$ cat src/rtl/axi_rd_arbiter_pkg.sv
// Shared definitions for the two-master AXI read arbiter: FSM states,
// AXI response codes and the grant decision.
package axi_rd_arbiter_pkg;

   typedef enum logic [1:0] {
      ARB_IDLE = 2'd0,
      ARB_ADDR = 2'd1,
      ARB_DATA = 2'd2
   } arb_state_e;

   localparam logic [1:0] AXI_RESP_OKAY   = 2'b00;
   localparam logic [1:0] AXI_RESP_EXOKAY = 2'b01;
   localparam logic [1:0] AXI_RESP_SLVERR = 2'b10;
   localparam logic [1:0] AXI_RESP_DECERR = 2'b11;

   // Returns the new owner (0 = m0, 1 = m1); on a tie, round-robin favours
   // the master that was not granted last, fixed priority favours m1.
   function automatic logic arb_pick(input logic req0, input logic req1,
                                     input logic last, input logic rr);
      if (req0 && req1)
         return rr ? !last : 1'b1;
      return req1;
   endfunction

endpackage

$ cat src/rtl/axi_rd_arbiter_if.sv
// AXI read address/data channel bundle; master drives AR and R-ready,
// slave drives AR-ready and the R channel.
interface axi_rd_arbiter_if;

   logic        arvalid;
   logic        arready;
   logic [31:0] araddr;
   logic        rvalid;
   logic        rready;
   logic [1:0]  rresp;
   logic [31:0] rdata;

   modport master (
      output arvalid, araddr, rready,
      input  arready, rvalid, rresp, rdata
   );

   modport slave (
      input  arvalid, araddr, rready,
      output arready, rvalid, rresp, rdata
   );

endinterface

$ cat src/rtl/axi_rd_arbiter.sv
// Two-master (IFU = m0, LSU = m1) AXI read arbiter onto one memory port;
// one beat per grant, grant registered one cycle after the request.
module axi_rd_arbiter
   import axi_rd_arbiter_pkg::*;
#(
   parameter int unsigned RR = 1
) (
   input  logic             clk,
   input  logic             rst,
   axi_rd_arbiter_if.slave  m0,
   axi_rd_arbiter_if.slave  m1,
   axi_rd_arbiter_if.master s
);

   localparam logic RR_EN = (RR != 0);

   arb_state_e state;
   logic       owner;
   logic       last;

   logic        own_arvalid;
   logic [31:0] own_araddr;
   logic        own_rready;

   assign own_arvalid = owner ? m1.arvalid : m0.arvalid;
   assign own_araddr  = owner ? m1.araddr  : m0.araddr;
   assign own_rready  = owner ? m1.rready  : m0.rready;

   always_ff @(posedge clk or negedge rst) begin
      if (!rst) begin
         state <= ARB_IDLE;
         owner <= 1'b0;
         last  <= 1'b1;
      end else begin
         case (state)
            ARB_IDLE: begin
               if (m0.arvalid || m1.arvalid) begin
                  owner <= arb_pick(m0.arvalid, m1.arvalid, last, RR_EN);
                  state <= ARB_ADDR;
               end
            end
            ARB_ADDR: begin
               // s.arvalid mirrors own_arvalid here, so a dropped request
               // can never complete the address handshake.
               if (own_arvalid && s.arready)
                  state <= ARB_DATA;
               else if (!own_arvalid)
                  state <= ARB_IDLE;
            end
            ARB_DATA: begin
               if (s.rvalid && own_rready) begin
                  state <= ARB_IDLE;
                  last  <= owner;
               end
            end
            default: state <= ARB_IDLE;
         endcase
      end
   end

   always_comb begin
      s.arvalid  = 1'b0;
      s.araddr   = '0;
      s.rready   = 1'b0;
      m0.arready = 1'b0;
      m0.rvalid  = 1'b0;
      m0.rresp   = '0;
      m0.rdata   = '0;
      m1.arready = 1'b0;
      m1.rvalid  = 1'b0;
      m1.rresp   = '0;
      m1.rdata   = '0;
      case (state)
         ARB_ADDR: begin
            s.arvalid = own_arvalid;
            s.araddr  = own_araddr;
            s.rready  = own_rready;
            if (owner) m1.arready = s.arready;
            else       m0.arready = s.arready;
         end
         ARB_DATA: begin
            s.rready = own_rready;
            if (owner) begin
               m1.rvalid = s.rvalid;
               m1.rresp  = s.rresp;
               m1.rdata  = s.rdata;
            end else begin
               m0.rvalid = s.rvalid;
               m0.rresp  = s.rresp;
               m0.rdata  = s.rdata;
            end
         end
         default: ;
      endcase
   end

endmodule

$ cat src/flat_wrapper.sv
// flat-port wrapper written by rule: the top's interface ports become plain ports
module axi_rd_arbiter_flat import axi_rd_arbiter_pkg::*;
#(
   parameter int unsigned RR = 1
)
  (clk, rst, m0_arvalid, m0_araddr, m0_rready, m0_arready, m0_rvalid, m0_rresp, m0_rdata, m1_arvalid, m1_araddr, m1_rready, m1_arready, m1_rvalid, m1_rresp, m1_rdata, s_arvalid, s_araddr, s_rready, s_arready, s_rvalid, s_rresp, s_rdata);
  axi_rd_arbiter_if m0_i ();
  axi_rd_arbiter_if m1_i ();
  axi_rd_arbiter_if s_i ();
  input  logic clk;
  input  logic rst;
  input wire logic [$bits(m0_i.arvalid)-1:0] m0_arvalid;
  input wire logic [$bits(m0_i.araddr)-1:0] m0_araddr;
  input wire logic [$bits(m0_i.rready)-1:0] m0_rready;
  output wire logic [$bits(m0_i.arready)-1:0] m0_arready;
  output wire logic [$bits(m0_i.rvalid)-1:0] m0_rvalid;
  output wire logic [$bits(m0_i.rresp)-1:0] m0_rresp;
  output wire logic [$bits(m0_i.rdata)-1:0] m0_rdata;
  input wire logic [$bits(m1_i.arvalid)-1:0] m1_arvalid;
  input wire logic [$bits(m1_i.araddr)-1:0] m1_araddr;
  input wire logic [$bits(m1_i.rready)-1:0] m1_rready;
  output wire logic [$bits(m1_i.arready)-1:0] m1_arready;
  output wire logic [$bits(m1_i.rvalid)-1:0] m1_rvalid;
  output wire logic [$bits(m1_i.rresp)-1:0] m1_rresp;
  output wire logic [$bits(m1_i.rdata)-1:0] m1_rdata;
  output wire logic [$bits(s_i.arvalid)-1:0] s_arvalid;
  output wire logic [$bits(s_i.araddr)-1:0] s_araddr;
  output wire logic [$bits(s_i.rready)-1:0] s_rready;
  input wire logic [$bits(s_i.arready)-1:0] s_arready;
  input wire logic [$bits(s_i.rvalid)-1:0] s_rvalid;
  input wire logic [$bits(s_i.rresp)-1:0] s_rresp;
  input wire logic [$bits(s_i.rdata)-1:0] s_rdata;
  assign m0_i.arvalid = m0_arvalid;
  assign m0_i.araddr = m0_araddr;
  assign m0_i.rready = m0_rready;
  assign m0_arready = m0_i.arready;
  assign m0_rvalid = m0_i.rvalid;
  assign m0_rresp = m0_i.rresp;
  assign m0_rdata = m0_i.rdata;
  assign m1_i.arvalid = m1_arvalid;
  assign m1_i.araddr = m1_araddr;
  assign m1_i.rready = m1_rready;
  assign m1_arready = m1_i.arready;
  assign m1_rvalid = m1_i.rvalid;
  assign m1_rresp = m1_i.rresp;
  assign m1_rdata = m1_i.rdata;
  assign s_arvalid = s_i.arvalid;
  assign s_araddr = s_i.araddr;
  assign s_rready = s_i.rready;
  assign s_i.arready = s_arready;
  assign s_i.rvalid = s_rvalid;
  assign s_i.rresp = s_rresp;
  assign s_i.rdata = s_rdata;
  axi_rd_arbiter #(.RR(RR)) u_core (.clk(clk), .rst(rst), .m0(m0_i), .m1(m1_i), .s(s_i));
endmodule
$ cat config.mk
export PLATFORM = sky130hd
export DESIGN_NAME = axi_rd_arbiter_flat
export DESIGN_NICKNAME = d
export VERILOG_FILES = /design/src/rtl/axi_rd_arbiter_pkg.sv /design/src/rtl/axi_rd_arbiter_if.sv /design/src/rtl/axi_rd_arbiter.sv /design/src/flat_wrapper.sv
export SDC_FILE = /design/constraint.sdc
export NUM_CORES = 1
export LEC_CHECK = 0
export ABC_AREA = 1
export CELL_PAD_IN_SITES_DETAIL_PLACEMENT = 0
export CELL_PAD_IN_SITES_GLOBAL_PLACEMENT = 1
export CORE_AREA = 2 2 83 85
export DETAILED_ROUTE_END_ITERATION = 10
export DIE_AREA = 0 0 85 87
export DONT_BUFFER_PORTS = 1
export GPL_TIMING_DRIVEN = 0
export PLACE_DENSITY_LB_ADDON = 0.1
export SLEW_MARGIN = 40
export SYNTH_ARGS = -nofsm -noshare
export SYNTH_HDL_FRONTEND = slang
export SYNTH_SLANG_ARGS = --single-unit
$ cat constraint.sdc
create_clock -name clk -period 1.4 [get_ports clk]
set_clock_uncertainty 0.1 [all_clocks]
set_input_delay 0.28 -clock clk [delete_from_list [all_inputs] [get_ports clk]]
set_output_delay 0.28 -clock clk [all_outputs]
set_load 0.05 [all_outputs]
==> results.json, run 1 <==
{
  "gr-total-overflow": 0,
  "globalplace.congestion": 0.6811,
  "fin_nets": 411,
  "cts_root_buf": "clkbuf_8",
  "clkSinkCount": 4,
  "max_clock_freq_ghz": 0.5248,
  "ant_nets": 0,
  "setup_viol": 108,
  "tightest_slew_ps": 421.4,
  "vias": 1913,
  "endpoint_kind": "output pin",
  "p_leak_nw": 1.273,
  "critPathKind": "reg -> out",
  "p_clk_frac": 0.030,
  "p_int_mw": 3.069,
  "ys_warn_count": 0,
  "hold_end": "u_core.owner",
  "dr.pass1.iters": 4,
  "period_share": 1.361,
  "hold_depth": 2,
  "path_cells": "inv_2 > ha_4 > buf_12 > buf_8 > nand2_4 > nor2_4",
  "grt_pass1_wl_um": 8583,
  "reg2reg_from": "u_core.state[0]",
  "synthMuxAreaShare": 0,
  "power.switching_mw": 5.440,
  "power.share.combinational": 0.942,
  "synth_nets": 375,
  "switching_share": 0.6393,
  "fill_cells": 574,
  "finish.instance_area_um2": 3573,
  "synth_xor_area_frac": 0,
  "reg2reg_to": "u_core.state[1]",
  "top_usage_layer": "met2",
  "yosys.area_share.simple": 0.6394,
  "cts_buffers": 3,
  "port_buffers": 0,
  "multi_input_area_um2": 2485,
  "place_area_um2": 2342,
  "cts.htree.levels": 1,
  "start_util": 0.2002,
  "clk_pin_slew_ps": 30,
  "maxCapViolations": 0,
  "critPathMaxFanout": 6,
  "grt_pass1_vias": 1733,
  "use_met1": 0.1658,
  "violations": "setup timing",
  "drv_slew": 0,
  "worst_slack_ps": -505.6,
  "grtUsageTotal": 0.1403,
  "die_w_um": 85,
  "outcome": "finished with violations",
  "core_area_um2": 6569,
  "irDropWorstVdd_v": 0.001890,
  "ios": 212,
  "use_met3": 0.01896,
  "max_slew_margin": 0.7191,
  "pwr-share-seq": 0.028,
  "row_count": 30,
  "hold_path.class": "in -> reg",
  "netlist_instances": 266,
  "hold_path.startpoint": "m1_arvalid",
  "dp_hpwl_um": 4384,
  "rrSetupSlack_ps": -300,
  "synthAdderAreaFrac": 0.02854,
  "gr-usage-met2": 0.2649,
  "seq_area_um2": 103.9,
  "p_per_area_nw_per_um2": 2381,
  "crit_path_top_delay_cell": "dfrtp_2",
  "critPathTopFamily": "flip-flops",
  "start_kind": "register",
  "ys_seq_elements": 4,
  "r2r_cells": 10,
  "worstSkewPairLatency_ps": 220,
  "drtIter0Drc": 42,
  "syn_avg_cell_area_um2": 4.944,
  "cp.required_ps": 1020,
  "cp_num_buf_inv": 3,
  "antenna_found_initial": 0,
  "syn_to_final_growth_pct": 171.7,
  "clk_path_buf_depth": 2,
  "synth_top_family_by_area": "simple AND/OR/NAND/NOR gates",
  "avgViaCountPerCell": 5.021,
  "grt_max_degree": 11,
  "synth_compound_area_frac": 0.01713,
  "final_util": 0.5440,
  "drive_above_1_share": 0.7608,
  "netlist_area_um2": 1315,
  "slowest_delay_ps": 420,
  "n_antenna_cell": 0,
  "synth_cell_types": 18,
  "drc": 0,
  "hold_viol_final": 0,
  "cts_tree": "yes",
  "avgRoutedWirePerCell_um": 16.80,
  "cp.arrival_ps": 1530,
  "dieArea_um2": 7395,
  "synth-seq-area-share": 0.07707,
  "min_period_ps": 1906,
  "die_height_um": 87,
  "grt_setup_unrepaired": "yes",
  "drt-total-wl_um": 6402
}
## timing repair
action                                  CTS  global route
setup buffers                            17             8
hold buffers                              1             0
pin swaps                                38            44
endpoints found under the setup margin  108           108
hold endpoints to repair                  4             0
cloned                                    3             5
gates resized for setup                  77            69
## worst reg2reg max path, cell delays in order (launching register included)
cell	delay, ps
dfrtp_2	430
ha_4	200
buf_4	140
buf_4	120
buf_6	110
nand3_2	110
nand2_8	110
nand2_2	90
nand3_2	80
nand2_1	60
nand2_1	50
## worst max path at each step
stage,from,endpoint,slack (ps),cells past startpoint
2_1_floorplan,u_core.state[0],m1_rdata[10],-240,5
3_3_place_gp,u_core.state[1],m0_arready,-390,6
3_5_place_dp,u_core.state[1],m0_arready,-390,6
4_1_cts,u_core.state[0],m1_rdata[12],-520,5
5_1_grt,u_core.state[1],m1_arready,-560,6
6_report,u_core.state[1],m1_arready,-510,6
## layer usage
layer,vias up,wire [um]
met5,-,0
met3,8,497
met2,124,3525
met4,0,92
met1,876,2286
li1,905,-
## cells by family after synthesis
family,count (synthesis)
flops,4
fa+ha+maj,3
compound gates,4
simple gates,191
buf+inv,64
## power groups by stage
stage	combinational, mW	sequential, mW	clock [mW]
after floorplan	4.96	0.223	0
after global placement	5.44	0.241	0
after detailed placement	5.42	0.240	0
after CTS	6.97	0.237	0.263
after global routing	8.39	0.240	0.273
final	8.02	0.237	0.254
## sequential cells by signal (all words and copies together) (netlist names)
name and cells:
u_core.last 1, u_core.owner 1, u_core.state 2
## metrics by stage
step	hold slack (ps)	setup TNS [ps]	setup WS (ps)	instances	total power, mW
CTS	119.7	-51200	-524.8	371	7.472
global route	138.1	-56110	-556.2	381	8.907
global placement	-115.4	-32690	-394.0	346	5.684
finish	119.6	-49960	-505.6	381	8.509
floorplan	-115.6	-20130	-237.7	266	5.178
detailed placement	-115.4	-33250	-387.9	346	5.660
## placed cells by master, fill, tap and decap left out, types with 4 or more instances in the layout
master,n
nand2_4,12
nand3_4,36
nand2_8,24
nand3_2,18
buf_6,7
buf_8,6
buf_4,19
buf_12,9
inv_1,41
nand2_1,6
nor2_4,72
nand2_2,4
clkbuf_16,6
nand3_1,17
## synthesized netlist by cell type
cell type / number / area share
buf_6: 6 / 0.051
o21a_1: 1 / 0.0057
inv_1: 43 / 0.12
nand3_2: 3 / 0.023
nand4_1: 1 / 0.0048
dfstp_2: 1 / 0.020
buf_2: 9 / 0.034
buf_4: 3 / 0.017
dfrtp_1: 3 / 0.057
nand2_2: 6 / 0.029
inv_6: 1 / 0.0067
and3_1: 1 / 0.0048
ha_1: 3 / 0.029
nor2_1: 72 / 0.21
nand2_1: 40 / 0.11
clkbuf_1: 2 / 0.0057
nand3_1: 68 / 0.26
o21ai_0: 3 / 0.011
## area by class of cell
cell class,count,share of cell area
inverter,44,0.04762
tap,80,0.02801
sequential,4,0.02906
timing repair buffer,32,0.1071
clock buffer,4,0.01261
buffer,19,0.08018
multi-input combinational,198,0.6954
Power figures use the tool's default switching activity.
==> run 2, diff against run 1 <==
--- a/config.mk
+++ b/config.mk
@@ -13,8 +13,8 @@
 export DIE_AREA = 0 0 85 87
 export DONT_BUFFER_PORTS = 1
 export GPL_TIMING_DRIVEN = 0
+export HOLD_SLACK_MARGIN = 0.03
 export PLACE_DENSITY_LB_ADDON = 0.1
-export SLEW_MARGIN = 40
 export SYNTH_ARGS = -nofsm -noshare
 export SYNTH_HDL_FRONTEND = slang
 export SYNTH_SLANG_ARGS = --single-unit
==> results of run 2 <==
The final DEF is identical to that of run 1; final timing and power are the same.
==> run 3, diff against run 2 <==
--- a/config.mk
+++ b/config.mk
@@ -15,6 +15,7 @@
 export GPL_TIMING_DRIVEN = 0
 export HOLD_SLACK_MARGIN = 0.03
 export PLACE_DENSITY_LB_ADDON = 0.1
+export SKIP_CTS_REPAIR_TIMING = 1
 export SYNTH_ARGS = -nofsm -noshare
 export SYNTH_HDL_FRONTEND = slang
 export SYNTH_SLANG_ARGS = --single-unit
==> run 3 against run 2 <==
  * The flow still finishes with violations (setup timing)
  * Critical path depth fell by 1
  * Utilization fell by 0.82 points
  * Worst hold slack barely moved
  * Critical path type unchanged
==> results.json, run 3 (same netlist as run 1, synthesis figures left out) <==
{
  "top_register": "u_core.state",
  "cts_buffers": 3,
  "route.met3.wl_um": 516,
  "cp.arrival_ps": 1580,
  "ios": 212,
  "switching_share": 0.6549,
  "p_clk_frac": 0.031,
  "syn_to_final_growth_pct": 167.7,
  "critPathKind": "reg -> out",
  "violations": "setup timing",
  "endpoint_kind": "output pin",
  "globalplace.congestion": 0.6811,
  "avgRoutedWirePerCell_um": 16.78,
  "p_int_mw": 2.815,
  "start_util": 0.2002,
  "pwr-share-seq": 0.029,
  "power.share.combinational": 0.940,
  "avgViaCountPerCell": 4.992,
  "fill_cells": 578,
  "core_area_um2": 6569,
  "wl_met2_um": 3429,
  "instances_no_fill": 375,
  "gr-total-overflow": 0,
  "drtIter0Drc": 66,
  "p_leak_nw": 1.280,
  "cts_root_buf": "clkbuf_8",
  "max_clock_freq_ghz": 0.5115,
  "tightest_slew_ps": 561.6,
  "period_share": 1.397,
  "outcome": "finished with violations",
  "die_w_um": 85,
  "ant_nets": 0,
  "crit_start": "u_core.state[1]",
  "drc": 0,
  "hold_path.class": "in -> reg",
  "reg_top3": "u_core.state: 2 flops, u_core.last: 1 flops, u_core.owner: 1 flops",
  "met1Wirelength_um": 2281,
  "die_height_um": 87,
  "dp_hpwl_um": 4384,
  "vias": 1872,
  "critPathMaxFanout": 10,
  "n_antenna_cell": 0,
  "drive_above_1_share": 0.7695,
  "antenna_found_initial": 0,
  "setup_viol": 108,
  "cp.required_ps": 1020,
  "drv_slew": 0,
  "multi_input_area_um2": 2459,
  "power.switching_mw": 5.341,
  "worst_slack_ps": -555.2,
  "drt-total-wl_um": 6291,
  "clk_pin_slew_ps": 30,
  "port_buffers": 0,
  "hold_path.startpoint": "m1_arvalid",
  "dpl.cell_count": 346,
  "routed.top_layer": "met4",
  "grt_max_degree": 11,
  "grt_pass1_wl_um": 7576,
  "maxCapViolations": 0,
  "clkSinkCount": 4,
  "dieArea_um2": 7395,
  "irDropWorstVdd_v": 0.001741,
  "cts.htree.levels": 1,
  "row_count": 30,
  "min_period_ps": 1955,
  "worstSkewPairLatency_ps": 220,
  "dr.pass1.iters": 4,
  "layout_common_cells": "nor2_4 (69), inv_1 (41), nand3_4 (31)",
  "finalPower_mw": 8.156,
  "grt_setup_unrepaired": "yes",
  "max_slew_margin": 0.6252,
  "grtUsageTotal": 0.1228,
  "final_common_cell": "nor2_4",
  "start_kind": "register",
  "clk_path_buf_depth": 2,
  "fin_nets": 405,
  "reg2reg_from": "u_core.state[0]",
  "hold_viol_final": 0,
  "cts_tree": "yes",
  "grt_pass1_vias": 1530,
  "seq_area_um2": 103.9,
  "p_per_area_nw_per_um2": 2317,
  "largest_register_ffs": 2
}
-- run 3: changes by cell type in the layout (fill, tap and decap cells not counted), moves of 2 or more --
cell / change
nand3_4: -5
nand3_1: -5
buf_12: +2
nor2_2: +3
nand3_2: +10
nand2_4: +3
clkbuf_16: +2
nor2_4: -3
buf_6: -2
buf_4: -7
buf_8: -3
-- run 3: power groups by stage --
stage | Clock, mW | Sequential, mW | Combinational, mW
6_report | 0.255 | 0.238 | 7.66
2_1_floorplan | 0 | 0.223 | 4.96
5_1_grt | 0.273 | 0.242 | 8.04
4_1_cts | 0.263 | 0.238 | 5.43
3_3_place_gp | 0 | 0.241 | 5.44
3_5_place_dp | 0 | 0.240 | 5.42
-- run 3: through the flow --
stage	setup TNS (ps)	area, um^2	util	setup WS, ps	hold WS (ps)
floorplan	-20130	2242	-	-237.7	-115.6
global placement	-32690	2342	0.3566	-394.0	-115.4
detailed placement	-33250	2342	0.3566	-387.9	-115.4
CTS	-58180	2387	0.3634	-627.6	-346.7
global route	-60080	3520	0.5358	-610.5	129.7
finish	-54480	3520	0.5358	-555.2	120.1
-- run 3: final timing paths --
check	depth (start not counted)	to	slack, ps
setup / recovery	5	m0_rdata[17]	-560
hold / removal	2	u_core.owner	120
setup reg to reg	10	u_core.state[1]	-300
hold reg to reg	2	u_core.last	400
max in group asynchronous	1	u_core.last	720
min in group asynchronous	1	u_core.state[1]	240
-- run 3: worst max-delay path: stages, from the launching register on --
cell,delay [ps]
dfrtp_2,410
buf_12,120
ha_4,230
nand2_8,120
buf_12,180
nor2_4,280
-- run 3: cell type report --
class	count	share of cell area
flip-flops and latches	4	0.02951
repair buffers	23	0.09883
plain buffers	20	0.08354
well taps	80	0.02844
clock buffers	4	0.01280
inverters	44	0.04835
multi-input cells	200	0.6985
-- run 3: per-layer routing --
layer	vias to the layer above	track usage
met5	-	0
met4	0	0.03463
met3	6	0.01801
met2	123	0.2216
met1	850	0.1512
li1	893	-
